--- src/rtl/match_game_if.sv ---
// match_game_if: buttons/dipswitches in, display word, count and status flags out
interface match_game_if;
  logic [3:0]  dipswitches;
  logic        btn_take_n;
  logic        btn_new_n;
  logic [15:0] disp_data;
  logic [7:0]  remaining;
  logic [1:0]  player;
  logic        move_err;
  logic        game_over;
  logic        busy;
  modport master (
    output dipswitches, btn_take_n, btn_new_n,
    input  disp_data, remaining, player, move_err, game_over, busy
  );
  modport slave (
    input  dipswitches, btn_take_n, btn_new_n,
    output disp_data, remaining, player, move_err, game_over, busy
  );
endinterface

--- src/rtl/match_game_controller.sv ---
// match_game_controller: debounced two-player match-stick game sequencer with sequential BCD display conversion
// Ports: clk, rst_n (async active-low); io.slave carries dipswitches, btn_take_n, btn_new_n in and
// disp_data {player,hundreds,tens,ones}, remaining, player, move_err, game_over, busy out.
module match_game_controller #(
  parameter int START_COUNT     = 100,
  parameter int MAX_TAKE        = 10,
  parameter int DEBOUNCE_CYCLES = 16
) (
  input logic          clk,
  input logic          rst_n,
  match_game_if.slave  io
);
  localparam logic [1:0] IDLE = 2'd0, APPLY = 2'd1, CONVERT = 2'd2, WAIT_REL = 2'd3;
  localparam int CW = $clog2(DEBOUNCE_CYCLES);
  localparam logic [7:0]  START = 8'(START_COUNT);
  localparam logic [11:0] START_BCD = {4'(START_COUNT / 100), 4'((START_COUNT / 10) % 10), 4'(START_COUNT % 10)};
  localparam logic [CW-1:0] LAST = CW'(DEBOUNCE_CYCLES - 1);
  logic [1:0] state, take_s, new_s, player;
  logic [CW-1:0] take_cnt, new_cnt, rel_cnt;
  logic [3:0] dip_q;
  logic is_new, move_err, game_over;
  logic [7:0] remaining, rem_sub;
  logic [15:0] disp_data;
  logic [19:0] dd, dd_nx;
  logic [11:0] adj;
  logic [2:0] bit_cnt;
  logic take_p, new_p, take_ok, new_ok, legal;
  assign take_p  = ~take_s[1];
  assign new_p   = ~new_s[1];
  assign take_ok = take_p && take_cnt == LAST;
  assign new_ok  = new_p && new_cnt == LAST;
  assign legal   = dip_q != 4'd0 && dip_q <= 4'(MAX_TAKE) && {4'd0, dip_q} <= remaining;
  assign rem_sub = remaining - {4'd0, dip_q};
  // double-dabble step: add 3 to any BCD digit >= 5, then shift {bcd,bin} left by one
  assign adj = {dd[19:16] > 4'd4 ? dd[19:16] + 4'd3 : dd[19:16],
                dd[15:12] > 4'd4 ? dd[15:12] + 4'd3 : dd[15:12],
                dd[11:8]  > 4'd4 ? dd[11:8]  + 4'd3 : dd[11:8]};
  assign dd_nx = {adj[10:0], dd[7:0], 1'b0};
  always_ff @(posedge clk or negedge rst_n) begin
    if (!rst_n) begin
      state     <= IDLE;
      take_s    <= 2'b11;
      new_s     <= 2'b11;
      take_cnt  <= '0;
      new_cnt   <= '0;
      rel_cnt   <= '0;
      dip_q     <= '0;
      is_new    <= 1'b0;
      remaining <= START;
      player    <= 2'd1;
      move_err  <= 1'b0;
      game_over <= 1'b0;
      disp_data <= {4'h1, START_BCD};
      dd        <= '0;
      bit_cnt   <= '0;
    end else begin
      take_s <= {take_s[0], io.btn_take_n};
      new_s  <= {new_s[0], io.btn_new_n};
      case (state)
        IDLE: begin
          take_cnt <= (take_p && !(take_ok || new_ok)) ? take_cnt + 1'b1 : '0;
          new_cnt  <= (new_p && !(take_ok || new_ok)) ? new_cnt + 1'b1 : '0;
          if (take_ok || new_ok) begin
            state  <= APPLY;
            is_new <= new_ok;
            dip_q  <= io.dipswitches;
          end
        end
        APPLY: begin
          bit_cnt <= '0;
          if (is_new) begin
            remaining <= START;
            player    <= 2'd1;
            move_err  <= 1'b0;
            game_over <= 1'b0;
            dd        <= {12'd0, START};
            state     <= CONVERT;
          end else if (game_over) begin
            state <= WAIT_REL;
          end else if (legal) begin
            remaining <= rem_sub;
            move_err  <= 1'b0;
            game_over <= rem_sub == 8'd0;
            player    <= rem_sub == 8'd0 ? player : 2'd3 - player;
            dd        <= {12'd0, rem_sub};
            state     <= CONVERT;
          end else begin
            move_err  <= 1'b1;
            disp_data <= {2'b00, player, 12'hEEE};
            state     <= WAIT_REL;
          end
        end
        CONVERT: begin
          dd      <= dd_nx;
          bit_cnt <= bit_cnt + 3'd1;
          if (bit_cnt == 3'd7) begin
            disp_data <= {2'b00, player, dd_nx[19:8]};
            state     <= WAIT_REL;
          end
        end
        default: begin
          rel_cnt <= (take_p || new_p || rel_cnt == LAST) ? '0 : rel_cnt + 1'b1;
          if (!(take_p || new_p) && rel_cnt == LAST) state <= IDLE;
        end
      endcase
    end
  end
  assign io.disp_data = disp_data;
  assign io.remaining = remaining;
  assign io.player    = player;
  assign io.move_err  = move_err;
  assign io.game_over = game_over;
  assign io.busy      = state == APPLY || state == CONVERT;
endmodule

--- src/flat_wrapper.sv ---
// flat-port wrapper written by rule: the top's interface ports become plain ports
module match_game_controller_flat 
#(
  parameter int START_COUNT     = 100,
  parameter int MAX_TAKE        = 10,
  parameter int DEBOUNCE_CYCLES = 16
)
  (clk, rst_n, io_dipswitches, io_btn_take_n, io_btn_new_n, io_disp_data, io_remaining, io_player, io_move_err, io_game_over, io_busy);
  match_game_if io_i ();
  input logic clk;
  input logic rst_n;
  input wire logic [$bits(io_i.dipswitches)-1:0] io_dipswitches;
  input wire logic [$bits(io_i.btn_take_n)-1:0] io_btn_take_n;
  input wire logic [$bits(io_i.btn_new_n)-1:0] io_btn_new_n;
  output wire logic [$bits(io_i.disp_data)-1:0] io_disp_data;
  output wire logic [$bits(io_i.remaining)-1:0] io_remaining;
  output wire logic [$bits(io_i.player)-1:0] io_player;
  output wire logic [$bits(io_i.move_err)-1:0] io_move_err;
  output wire logic [$bits(io_i.game_over)-1:0] io_game_over;
  output wire logic [$bits(io_i.busy)-1:0] io_busy;
  assign io_i.dipswitches = io_dipswitches;
  assign io_i.btn_take_n = io_btn_take_n;
  assign io_i.btn_new_n = io_btn_new_n;
  assign io_disp_data = io_i.disp_data;
  assign io_remaining = io_i.remaining;
  assign io_player = io_i.player;
  assign io_move_err = io_i.move_err;
  assign io_game_over = io_i.game_over;
  assign io_busy = io_i.busy;
  match_game_controller #(.START_COUNT(START_COUNT), .MAX_TAKE(MAX_TAKE), .DEBOUNCE_CYCLES(DEBOUNCE_CYCLES)) u_core (.clk(clk), .rst_n(rst_n), .io(io_i));
endmodule
--- config.mk ---
export PLATFORM = sky130hd
export DESIGN_NAME = match_game_controller_flat
export DESIGN_NICKNAME = d
export VERILOG_FILES = /design/src/rtl/match_game_if.sv /design/src/rtl/match_game_controller.sv /design/src/flat_wrapper.sv
export SDC_FILE = /design/constraint.sdc
export NUM_CORES = 1
export LEC_CHECK = 0
export ABC_AREA = 1
export CORE_ASPECT_RATIO = 0.5
export CORE_MARGIN = 5
export CORE_UTILIZATION = 40
export CTS_CLUSTER_DIAMETER = 150
export DETAILED_ROUTE_END_ITERATION = 12
export PLACE_DENSITY_LB_ADDON = 0.08
export SYNTH_ARGS = -nofsm -noshare
export SYNTH_HDL_FRONTEND = slang
export SYNTH_SLANG_ARGS = --single-unit
--- constraint.sdc ---
create_clock -name clk -period 1.85 [get_ports clk]
set_input_delay 0.37 -clock clk [delete_from_list [all_inputs] [get_ports clk]]
set_output_delay 0.37 -clock clk [all_outputs]
set_load 0.01 [all_outputs]
==> results.tsv <==
stage	metric	value	unit
power_and_ir_drop	Pint	5440	uW
synthesis	post-synth top area share	0.408	
floorplanning	die area	0.0117	mm2
power_and_ir_drop	Pleak	0.00254	uW
sta	Tcrit/Tclk final	1.10	
clock_tree	clk_lat worst skew	330	ps
setup_path	slowest cell delay on critical path	380	ps
setup_path	required time worst endpoint	2040	ps
setup_path	critical path class	reg2reg	
run	max-cap viol count	0	
synthesis	Avg Inst Size Synth	8.25	um2
synthesis	warning count from the yosys run	0	
sta	RSZ-0062 raised after global routing	yes	
synthesis	Post-synth EDFFs	0	
synthesis	commonest cells in the synthesized netlist	nand2_1, dfrtp_1, inv_1	
sta	count of final setup violators	44	
floorplanning	Initial Util	0.407	
worst_hold_path	worst hold path type	in2async	
floorplanning	I/O pin cnt	37	
power_and_ir_drop	Worst IR Drop VDD	717	uV
setup_path	Levels on crit path	13	
sta	Slew Viols, Final	0	
floorplanning	Die Wd	148	um
clock_tree	Clock Sinks	72	
route	drt first pass iters	4	
sta	Final Hold Vio Count	0	
power_and_ir_drop	combinational share of power	0.555	
global_route	global-route wire length before repair	14700	um
setup_path	Crit-path slowest cell	dfrtp_1	
power_and_ir_drop	Sw Share	0.413	
setup_path	Max FO, Critical Path	6	
clock_tree	Worst-path clk slew	50	ps
synthesis	top post-synthesis cells by area	dfrtp_1, nand2_1, dfstp_2, ha_1, o21ai_0	
setup_path	Worst Path Arrival	2230	ps
global_route	vias in the first global route	3117	
run_status	outcome	finished, violations left	
synthesis	Gate Count Post-Synth	461	
sta	Least-Margin Pin Slew	669	ps
floorplanning	Core Area	0.00935	mm2
setup_path	critical path's top delay family	simple AND/OR/NAND/NOR gates	
cells_and_area	n_diodes	0	
clock_tree	Max Root-Sink Buffers	2	
power_and_ir_drop	clock network power share	0.172	
route	Starting DRT DRC Count	170	
place	placed standard-cell area	0.00453	mm2
sta	Slew headroom	0.549	
setup_path	path depth of the worst reg2reg path	13	
place	port buffer count	34	
sta	setup ws final	-188	ps
route	via density per instance	4.82	
route	antenna-violating nets left	0	
synthesis	Post-synth top flop	dfrtp_1	
power_and_ir_drop	Pwr Total	9260	uW
setup_path	CP Launch Type	register	
run_status	failing checks	setup timing	
route	drt drc	0	
synthesis	cell taking the most area after synthesis	dfrtp_1	
global_route	GRT overflow	0	
power_and_ir_drop	Psw	3820	uW
floorplanning	Die H	79.0	um
global_route	gr usage total	0.157	
place	RePlAce Congestion	0.819	
power_and_ir_drop	Pwr per Cell Area	1750	mW/mm2
global_route	initial antenna violation count	0	
cells_and_area	Final #Nets	565	
setup_path	critical-path cell list	inv_2 -> ha_4 -> inv_2 -> fa_2 -> nand2_2 -> nand2_2 -> nand2_2 -> nand3_4 -> nand3_4 -> nand3_4 -> nand2_8 -> clkbuf_16 -> o21ai_2	
sta	min cycle time layout	2040	ps
power_and_ir_drop	sequential share of power	0.273	
clock_tree	Hold Buf Count CTS	0	
floorplanning	row count	25	
sta	worst hold slack	55.9	ps
route	WL final	8820	um
synthesis	synthesized flop and latch total	72	
cells_and_area	Area growth syn-to-layout	39.1	%
sta	clk_skew	4.45	ps
cells_and_area	layout cells sized above 1	0.297	
synthesis	register area share after synthesis	0.477	
place	hpwl dp	6060	um
synthesis	Netlist cell types	34	
route	total number of vias	3200	
setup_path	WP buf/inv	3	
global_route	largest net degree at the start of global routing	73	
clock_tree	CTS Buf Count	9	
cells_and_area	Final Util	0.566	
cells_and_area	design area	0.00529	mm2
synthesis	most common cell in the netlist	nand2_1	
cells_and_area	fillers	867	
clock_tree	# H-tree levels	3	
route	WL/cell	13.3	um
setup_path	CP Capture Type	register	
clock_tree	root buffer cell	clkbuf_16	
clock_tree	CTS tree	yes	
sta	Setup TNS	-5870	ps
sta	Peak Freq	0.491	GHz
synthesis	synthesized cell area	0.00380	mm2
synthesis	ys async rst share	1.00	
==> worst register-to-register path, stage by stage, from the launching register on <==
cell and delay (ps):
dfrtp_1 380, inv_2 80, ha_4 130, inv_2 40, fa_2 350, nand2_2 70
nand2_2 60, nand2_2 100, nand3_4 100, nand3_4 100, nand3_4 130, nand2_8 150
clkbuf_16 170, o21ai_2 50
==> cell families (layout without fill, tap and decap cells) <==
kind of cell	after synthesis	in the layout	synth area share
buffers and inverters	64	144	0.0730
AOI/OAI and AO/OA	64	64	0.0970
xor gates and xnor gates	11	11	0.0253
and+or+nand+nor	227	228	0.255
DFF	72	72	0.477
muxes	4	4	0.0109
other	1	2	0.000986
adders and majority gates	18	18	0.0612
==> final cells by class <==
type | count | area, um2 | share of cell area
Tap cell | 121 | 151 | 0.0286
Inverter | 50 | 203 | 0.0383
Multi-Input combinational cell | 327 | 2080 | 0.393
Clock inverter | 3 | 17.5 | 0.00331
Timing Repair Buffer | 79 | 772 | 0.146
Sequential cell | 72 | 1810 | 0.343
Clock buffer | 12 | 256 | 0.0485
==> metrics by stage <==
step / setup slack (ps) / instances
floorplan: -154 / 462
global placement: -187 / 640
detailed placement: -201 / 640
CTS: -145 / 657
global route: -276 / 664
finish: -188 / 664
==> layer usage <==
metal,global-route usage,share of wire
met2,0.242,0.44
met4,0.0433,0.0079
met5,0,0
met1,0.221,0.52
met3,0.0416,0.035
==> registers in the layout (all words and copies together), names as in the netlist, 2 cells and up <==
name / cells
u_core.state: 2
u_core.io.remaining: 8
u_core.bit_cnt: 3
u_core.new_s: 2
u_core.rel_cnt: 4
u_core.dd: 20
u_core.io.disp_data: 14
u_core.dip_q: 4
u_core.new_cnt: 4
u_core.take_cnt: 4
u_core.io.player: 2
u_core.take_s: 2
==> cell usage in the layout (no fill, tap or decap), drive strengths merged, types with 2 or more instances in the layout <==
cell type / instances
dfstp: 10
nor2: 27
ha: 17
xor2: 8
nand2: 149
dlygate4sd2: 2
a21oi: 14
o21ai: 47
clkbuf: 14
mux2i: 3
or2: 2
conb: 2
nand3: 38
buf: 44
xnor2: 3
dfrtp: 62
nand3b: 3
clkinv: 3
clkdlybuf4s50: 30
nand4: 8
inv: 49
==> timing repair <==
action                                  in CTS  in global routing
setup buffers                                2                  5
pin swaps                                    3                 17
endpoints found under the hold margin        0                  0
gates resized for setup                     17                102
endpoints found under the setup margin      48                 48
gates cloned                                 0                  3
==> final timing paths <==
kind	to	slack (ps)	from
hold reg to reg	u_core.new_s[1]$_DFF_PN1_	350	u_core.new_s[0]$_DFF_PN1_
setup / recovery	u_core.dd[16]$_DFFE_PN0P_	-190	u_core.io.remaining[0]$_DFFE_PN0P_
setup reg to reg	u_core.dd[16]$_DFFE_PN0P_	-190	u_core.io.remaining[0]$_DFFE_PN0P_
hold / removal	u_core.dip_q[3]$_DFFE_PN0P_	60	rst_n
min in group clk	u_core.new_s[1]$_DFF_PN1_	350	u_core.new_s[0]$_DFF_PN1_
max in group asynchronous	u_core.io.disp_data[8]$_DFFE_PN1P_	1440	rst_n
==> power by group through the flow <==
stage | Sequential [uW] | Combinational, uW | Clock, uW
3_5_place_dp | 2510 | 4030 | 0
2_1_floorplan | 2550 | 2360 | 0
4_1_cts | 2470 | 4220 | 1640
3_3_place_gp | 2500 | 4010 | 0
5_1_grt | 2600 | 5690 | 1710
6_report | 2530 | 5150 | 1590
(Power assumes the default switching activity.)
==> RTL edit (same flow settings) <==
`DEBOUNCE_CYCLES` is set to 16 in 2 places; all go to 8.
--- a/src/rtl/match_game_controller.sv
+++ b/src/rtl/match_game_controller.sv
@@ -4,7 +4,7 @@
 module match_game_controller #(
   parameter int START_COUNT     = 100,
   parameter int MAX_TAKE        = 10,
-  parameter int DEBOUNCE_CYCLES = 16
+  parameter int DEBOUNCE_CYCLES = 8
 ) (
   input logic          clk,
   input logic          rst_n,
--- a/src/flat_wrapper.sv
+++ b/src/flat_wrapper.sv
@@ -3,7 +3,7 @@
 #(
   parameter int START_COUNT     = 100,
   parameter int MAX_TAKE        = 10,
-  parameter int DEBOUNCE_CYCLES = 16
+  parameter int DEBOUNCE_CYCLES = 8
 )
   (clk, rst_n, io_dipswitches, io_btn_take_n, io_btn_new_n, io_disp_data, io_remaining, io_player, io_move_err, io_game_over, io_busy);
   match_game_if io_i ();
Check against the original RTL: same outputs for any inputs over 10 cycles, from zero or initial values and one cycle with rst_n low; that may be too few to reach the edited logic, so the function may still have changed.
==> RTL edit against the original RTL <==
The flow still finishes with violations (setup timing). Worst setup slack worse by 0.017 ns. Synthesized cell count shrank 5.4%. Largest cell class unchanged. Synthesized area is 4.9% lower. Design area fell by 7.9%. Worst hold slack got worse by 0.022 ns. Maximum frequency fell by 0.80%. Count of clock-buffer cells in the layout down 3. Global-route usage increased by 0.40 points. Sequential power decreased by 4%. Sequential cell count fell by 3. Routed wire length decreased by 3.6%. Largest power group unchanged. Power rose by 1.3%. Non-clock buffer count decreased by 5.
==> RTL edit: results (changes against the original RTL) <==
metric;value;unit;change
largest net degree at the start of global routing;70;;-4.1%
Hold Path Class;input port to asynchronous set/reset pin;;
ys async rst share;100;%;unchanged
PortBufs;34;;unchanged
Pleak;2.38;nW;-6.2%
postcts setup bufs;5;;+3
global-route wire length before repair;14.2;mm;-3.6%
share of cells above drive strength 1;22.1;%;-7.6 points
Worst path max stage delay;0.38;ns;about the same
Peak VDD IR;0.836;mV;+17%
sequential power;2.44;mW;-4%
DRT Pass-1 Iters;4;;unchanged
post_cts resized;16;;-1
post-DP HPWL;5.81;mm;-4.2%
top flop regs;u_core.dd x20, u_core.io.disp_data x14, u_core.io.remaining x8;;
switching share of power;40.8;%;-0.49 points
vias in the first global route;2930;;-6.0%
R2R Path Start;u_core.io.remaining[0];;
iteration-0 DRC count of the detailed router;179;;+5.3%
most frequent cells after synthesis;nand2_1, dfrtp_1, inv_1, nand3_1, o21ai_0;;
htree depth;3;;unchanged
Seq/Total Area, Yosys;48.1;%;+0.38 points
crit path DAT;2.29;ns;+0.06 ns
Worst Setup Slack, final;-0.205;ns;-0.0165 ns
Clock net power;1.86;mW;+17%
Hold WS;0.0342;ns;-0.0217 ns
Nets;540;;-4.4%
endpoints failing setup;45;;+2.3%
R2R depth;15;;+2
synth top area cells;dfrtp_1, nand2_1, dfstp_2;;
setup TNS;-5.08;ns;+0.790 ns
routed wire length;8.51;mm;-3.6%
synthesis warning total;0;;unchanged
total track usage;16.1;%;+0.40 points
Longest Clk Path Bufs;2;;unchanged
status;finished with violations;;
Fin Clk Skew;0.00759;ns;+0.00314 ns
CTS clk-pin slew, worst paths;0.06;ns;
gpl congestion;0.856;;+4.6%
Synth cell types;35;;+2.9%
via/cell ratio;4.74;;-1.7%
reg2reg end;u_core.io.disp_data[3];;
violations in the final reports;setup timing;;
internal power;5.56;mW;+2.1%
crit-path max FO;7;;+1
[RTL edit: cell count changes after synthesis, moves of 4 or more]
cell / before / now
o22ai_1: 0 / 10
nand4_1: 8 / 1
nand2_1: 145 / 139
o21ai_2: 6 / 0
nor2_1: 27 / 22
o21ai_0: 36 / 31
xor2_1: 8 / 3
a32o_1: 0 / 4
o21ai_1: 4 / 0
[RTL edit: stage by stage]
step	cell area [sq um]	cells	worst slack, ns
after global placement	4300	607	-0.157
after detailed placement	4300	607	-0.211
after floorplan	3630	437	-0.194
final	4880	634	-0.205
after CTS	4710	629	-0.172
after global routing	4880	634	-0.335
[RTL edit: kinds of logic (layout without fill, tap and decap cells)]
| kind of cell | Yosys count | in the layout | share of synthesized area (%) |
|---|---|---|---|
| flops | 69 | 69 | 48.1 |
| buf+inv | 62 | 141 | 7.40 |
| simple gates | 217 | 218 | 25.6 |
| fa+ha+maj | 20 | 20 | 7.12 |
| other cells | 1 | 2 | 0.104 |
| xor+xnor | 4 | 4 | 0.968 |
| mux | 3 | 3 | 0.864 |
| compound gates | 60 | 60 | 9.85 |
[RTL edit: metal layers]
layer | track usage, % | part of all wire (%) | routed length, um | vias up
met5 | 0 | 0 | 0 | -
met4 | 4.56 | 0.98 | 83 | 0
met3 | 5.28 | 4.2 | 353 | 9
met2 | 24.4 | 45 | 3790 | 36
li1 | - | - | - | 1572
met1 | 22.1 | 50 | 4280 | 1388
[RTL edit: area by class of cell]
cell class	instances	area (sq um)
Clock buffer	9	225
Clock inverter	7	97.6
Fill cell	829	3890
Inverter	50	190
Multi-Input combinational cell	307	1750
Sequential cell	69	1740
Tap cell	117	146
Timing Repair Buffer	74	723
Timing Repair inverter	1	7.51
